--- config.mk ---
export PLATFORM = sky130hd
export DESIGN_NAME = seq_divider
export DESIGN_NICKNAME = d
export VERILOG_FILES = /design/src/rtl/seq_divider.sv
export SDC_FILE = /design/constraint.sdc
export NUM_CORES = 1
export LEC_CHECK = 0
export CAP_MARGIN = 25
export CORE_UTILIZATION = 49
export CTS_CLUSTER_DIAMETER = 100
export DETAILED_ROUTE_END_ITERATION = 10
export DONT_BUFFER_PORTS = 1
export PLACE_DENSITY_LB_ADDON = 0.12
export SKIP_LAST_GASP = 1
export SLEW_MARGIN = 30
export SYNTH_ARGS = -nofsm -noshare
export SYNTH_HDL_FRONTEND = slang
export SYNTH_SLANG_ARGS = --single-unit
--- constraint.sdc ---
create_clock -name i_clk -period 6.3 [get_ports i_clk]
set_input_delay 0.63 -clock i_clk [delete_from_list [all_inputs] [get_ports i_clk]]
set_output_delay 0.63 -clock i_clk [all_outputs]
set_load 0.03 [all_outputs]
--- src/rtl/seq_divider.sv ---
// ---------------------------------------------------------------------------
// seq_divider
//   Iterative signed divider producing quotient and remainder for the ALU
//   result selector. One restoring shift-subtract step per clock on operand
//   magnitudes, followed by a sign fix-up step and a single-cycle done pulse.
//   Results hold stable until the next accepted start.
//
// Ports
//   i_clk        rising-edge clock
//   i_rst        asynchronous, active-high reset
//   i_start      request; accepted only in IDLE
//   i_dividend   signed dividend, sampled on accept
//   i_divisor    signed divisor, sampled on accept
//   o_quotient   signed quotient, truncated toward zero
//   o_remainder  signed remainder, sign follows the dividend
//   o_busy       high from the cycle after accept until done
//   o_done       single-cycle pulse when results are valid
//   o_div_zero   set with done when divisor was zero; held until next result
// ---------------------------------------------------------------------------
module seq_divider #(
  parameter int WIDTH = 16
) (
  input  logic             i_clk,
  input  logic             i_rst,
  input  logic             i_start,
  input  logic [WIDTH-1:0] i_dividend,
  input  logic [WIDTH-1:0] i_divisor,
  output logic [WIDTH-1:0] o_quotient,
  output logic [WIDTH-1:0] o_remainder,
  output logic             o_busy,
  output logic             o_done,
  output logic             o_div_zero
);

  localparam int CW = $clog2(WIDTH);

  typedef enum logic [1:0] {
    IDLE,
    CALC,
    FIX,
    DONE
  } state_t;

  state_t           r_state;
  state_t           w_nextState;

  logic [CW-1:0]    r_count;
  logic [WIDTH:0]   r_rem;
  logic [WIDTH:0]   r_absDivisor;
  logic [WIDTH-1:0] r_quo;
  logic             r_dividendNeg;
  logic             r_divisorNeg;
  logic [WIDTH-1:0] r_quotient;
  logic [WIDTH-1:0] r_remainder;
  logic             r_divZero;

  logic [WIDTH-1:0] w_absDividend;
  logic [WIDTH-1:0] w_absDivisorIn;
  logic [WIDTH+1:0] w_trial;
  logic             w_trialNeg;

  // The magnitude of the most negative value, taken as an unsigned W-bit
  // number, is still exact (2^(WIDTH-1)), so plain negation is enough here.
  assign w_absDividend  = i_dividend[WIDTH-1] ? (-i_dividend) : i_dividend;
  assign w_absDivisorIn = i_divisor[WIDTH-1]  ? (-i_divisor)  : i_divisor;

  // Trial subtraction of the shifted partial remainder. One extra bit on top
  // of the (WIDTH+1)-bit accumulator carries the sign of the difference.
  assign w_trial    = {r_rem, r_quo[WIDTH-1]} - {1'b0, r_absDivisor};
  assign w_trialNeg = w_trial[WIDTH+1];

  // State register.
  always_ff @(posedge i_clk or posedge i_rst) begin
    if (i_rst) begin
      r_state <= IDLE;
    end else begin
      r_state <= w_nextState;
    end
  end

  // Next-state and status outputs. Start is only looked at in IDLE, so a
  // request during CALC, FIX or DONE is dropped rather than queued.
  always_comb begin
    w_nextState = r_state;
    o_busy      = 1'b0;
    o_done      = 1'b0;
    case (r_state)
      IDLE: begin
        if (i_start) begin
          w_nextState = CALC;
        end
      end
      CALC: begin
        o_busy = 1'b1;
        if (r_count == '0) begin
          w_nextState = FIX;
        end
      end
      FIX: begin
        o_busy      = 1'b1;
        w_nextState = DONE;
      end
      DONE: begin
        o_done      = 1'b1;
        w_nextState = IDLE;
      end
      default: begin
        w_nextState = IDLE;
      end
    endcase
  end

  // Datapath. The quotient register starts out holding the dividend
  // magnitude and is shifted into the remainder accumulator one bit per
  // step while quotient bits fill in from the bottom.
  // A zero divisor needs no special handling during CALC: every trial
  // succeeds, leaving the dividend magnitude in the accumulator, so only
  // the quotient is forced in FIX.
  always_ff @(posedge i_clk or posedge i_rst) begin
    if (i_rst) begin
      r_count       <= '0;
      r_rem         <= '0;
      r_absDivisor  <= '0;
      r_quo         <= '0;
      r_dividendNeg <= 1'b0;
      r_divisorNeg  <= 1'b0;
      r_quotient    <= '0;
      r_remainder   <= '0;
      r_divZero     <= 1'b0;
    end else begin
      case (r_state)
        IDLE: begin
          if (i_start) begin
            r_quo         <= w_absDividend;
            r_absDivisor  <= {1'b0, w_absDivisorIn};
            r_rem         <= '0;
            r_dividendNeg <= i_dividend[WIDTH-1];
            r_divisorNeg  <= i_divisor[WIDTH-1];
            r_count       <= CW'(WIDTH - 1);
          end
        end
        CALC: begin
          r_quo <= {r_quo[WIDTH-2:0], ~w_trialNeg};
          r_rem <= w_trialNeg ? {r_rem[WIDTH-1:0], r_quo[WIDTH-1]} : w_trial[WIDTH:0];
          if (r_count != '0) begin
            r_count <= r_count - CW'(1);
          end
        end
        FIX: begin
          if (r_absDivisor == '0) begin
            r_quotient <= '1;
            r_divZero  <= 1'b1;
          end else begin
            r_quotient <= (r_dividendNeg ^ r_divisorNeg) ? (-r_quo) : r_quo;
            r_divZero  <= 1'b0;
          end
          r_remainder <= r_dividendNeg ? (-r_rem[WIDTH-1:0]) : r_rem[WIDTH-1:0];
        end
        default: begin
        end
      endcase
    end
  end

  assign o_quotient  = r_quotient;
  assign o_remainder = r_remainder;
  assign o_div_zero  = r_divZero;

endmodule

==> results.json <==
{
  "worst_slew_margin_rel_pct": 35.4,
  "r2r_setup_slack_ps": 3390,
  "cts_setup_buffers": 0,
  "wirelength_um": 13100,
  "row_count": 39,
  "syn_avg_cell_area_um2": 8.52,
  "holdBufCountCts": 0,
  "endpoint_kind": "register",
  "grt_max_degree": 64,
  "cts_tree": "yes",
  "clk_path_buf_depth": 2,
  "start_util_pct": 50.7,
  "p_per_area_mw_per_mm2": 628,
  "area_delta_synth_final_pct": 6.69,
  "fp.dieH_um": 111,
  "required_ps": 6530,
  "cts_made_buffers": 9,
  "drt_iter0_drc": 280,
  "path_max_fanout": 27,
  "synth_most_common_cell": "dfrtp_1",
  "hold_viol": 0,
  "dp_hpwl_um": 9790,
  "status": "finished with violations",
  "synth_nets": 747,
  "cts.clk_slew.worst_paths_ps": 60,
  "place.gp.congestion": 0.908,
  "overflow": 0,
  "n_antenna_cell": 0,
  "synth-main-ff-cell": "dfrtp_1",
  "vias": 4756,
  "worstSetupPathType": "register to register",
  "via_per_inst": 5.84,
  "htree_levels": 3,
  "seq_area_mm2": 0.00225,
  "grt_pass1_vias": 4558,
  "synth_edf_count": 0,
  "die_area_mm2": 0.0123,
  "p_leak_uw": 0.00278,
  "slowest_delay_ps": 810,
  "ys_seq_area_share_pct": 38.6,
  "max_freq_mhz": 344,
  "ir_worst_vdd_mv": 0.364,
  "yosys.area.top_type": "dfrtp_1",
  "cp_common_cell": "inv_1",
  "critical_path_buf_inv_count": 3,
  "crit_path_top_delay_cell": "ha_1",
  "cp.arrival_ps": 3140,
  "violations": "design-rule violations",
  "cp-start-kind": "register",
  "die_x_um": 111,
  "synthTopCellsByArea": "dfrtp_1 (39%), xor2_1 (6.6%), a21oi_1 (5.7%)",
  "grt_pass1_wl_um": 22600,
  "critical_path.top_delay_family": "adder cells",
  "grtUsageTotal_pct": 22.9,
  "syn_area_mm2": 0.00583,
  "fill_cells": 1090,
  "drc": 8,
  "finalMaxSlewViolations": 0,
  "clock-sinks": 90,
  "dr.pass1.iters": 9,
  "finClkSkew_ps": 5.62,
  "fin_nets": 730,
  "crit_chain": "inv_1 > ha_1 > inv_1 > o21ai_0 > buf_4 > o221ai_1 > a311o_1",
  "setup_viol": 0,
  "final_antenna_net_count": 0,
  "min_path_type": "primary input to async pin",
  "fin_crit_sh_pct": 46.2,
  "drive_above_1_share_pct": 5.51,
  "synthCells": 685,
  "core_area_mm2": 0.0115,
  "timing.max_cap.violations": 0,
  "fin_tns_setup_ps": 0,
  "ios": 70,
  "antenna_found_initial": 0,
  "period_needed_ps": 2910,
  "final_cell_area_mm2": 0.00622,
  "ctsRootBufferMaster": "clkbuf_16",
  "place.port_buffers": 0,
  "dpl-instance-area_mm2": 0.00591,
  "synth_top_area_share_pct": 38.6,
  "wl_per_cell_um": 16.1,
  "ys_warn_count": 0,
  "clkLatencyLatePin_ps": 350,
  "rsz0062_at_grt": "no",
  "tightest_slew_ps": 970,
  "synthDistinctLibCells": 64,
  "cts_resized": 0,
  "synth_common_cells": "dfrtp_1 (90), nand2_1 (85), a21oi_1 (66), nor2_1 (65), o21ai_0 (45)",
  "multi_input_area_mm2": 0.00331,
  "synth-seq-cells": 90,
  "async_reset_ff_share_pct": 100
}
through the flow:
stage | hold WS, ps | utilization, % | total power (uW) | cells | setup slack, ps
finish | 157 | 54.1 | 3910 | 815 | 3390
floorplan | 467 | - | 2900 | 685 | 3330
CTS | 156 | 54.0 | 3910 | 815 | 3420
global placement | 488 | 51.3 | 3280 | 800 | 3430
global route | 191 | 54.1 | 4250 | 815 | 3200
detailed placement | 496 | 51.3 | 3330 | 800 | 3430
routing by layer:
layer / track usage, % / share of wire [%] / vias up
li1: - / - / 2372
met1: 33.7 / 50 / 2237
met2: 33.4 / 43 / 135
met3: 4.59 / 5.6 / 12
met4: 8.02 / 1.6 / 0
met5: 0 / 0 / -
sequential cells by signal (all words and copies together), names as in the netlist:
register       flops
o_div_zero         1
r_dividendNeg      1
r_rem             17
r_divisorNeg       1
r_state            2
r_count            4
r_quo             16
o_remainder       16
o_quotient        16
r_absDivisor      16
where the power goes:
group          internal (uW)  switching (uW)
registers                843             497
logic                    790            1210
clock network            345             227
cell type report:
class                   instances  share of cell area (%)
clock inverters                 5                    1.27
inverters                      38                    2.31
multi-input cells             525                    53.2
repair buffers                  4                   0.482
flip-flops and latches         90                    36.2
clock buffers                  10                    3.68
well taps                     143                    2.87
placed cells by master, fill, tap and decap left out, drive strengths merged, types with 5 or more instances in the layout:
cell,count
nand2b,6
a21o,7
a21oi,67
or4,6
nand2,86
xor2,44
and3,5
o31ai,13
nor3,11
a32oi,7
ha,26
nor2,65
nor4,10
inv,38
dfrtp,90
o41ai,9
o21ai,55
clkbuf,10
xnor2,28
nand3,28
cell families after synthesis:
| family | synth area share (%) |
|---|---|
| simple gates | 18.3 |
| mux | 1.27 |
| compound gates | 20.1 |
| xor+xnor | 11.1 |
| buf+inv | 4.85 |
| fa+ha+maj | 5.92 |
| flops | 38.6 |
path summary, 6_finish.rpt:
check / from / to / depth (start not counted)
worst max-delay path: r_state[1] / r_rem[16] / 7
worst min-delay path: i_rst / o_quotient[2] / 1
worst max register to register: r_state[1] / r_rem[16] / 7
worst min register to register: r_absDivisor[6] / r_absDivisor[6] / 2
max in group asynchronous: i_rst / r_dividendNeg / 2
min in group i_clk: i_divisor[15] / r_absDivisor[15] / 2
Note: power is estimated with default switching activity, not from simulation.
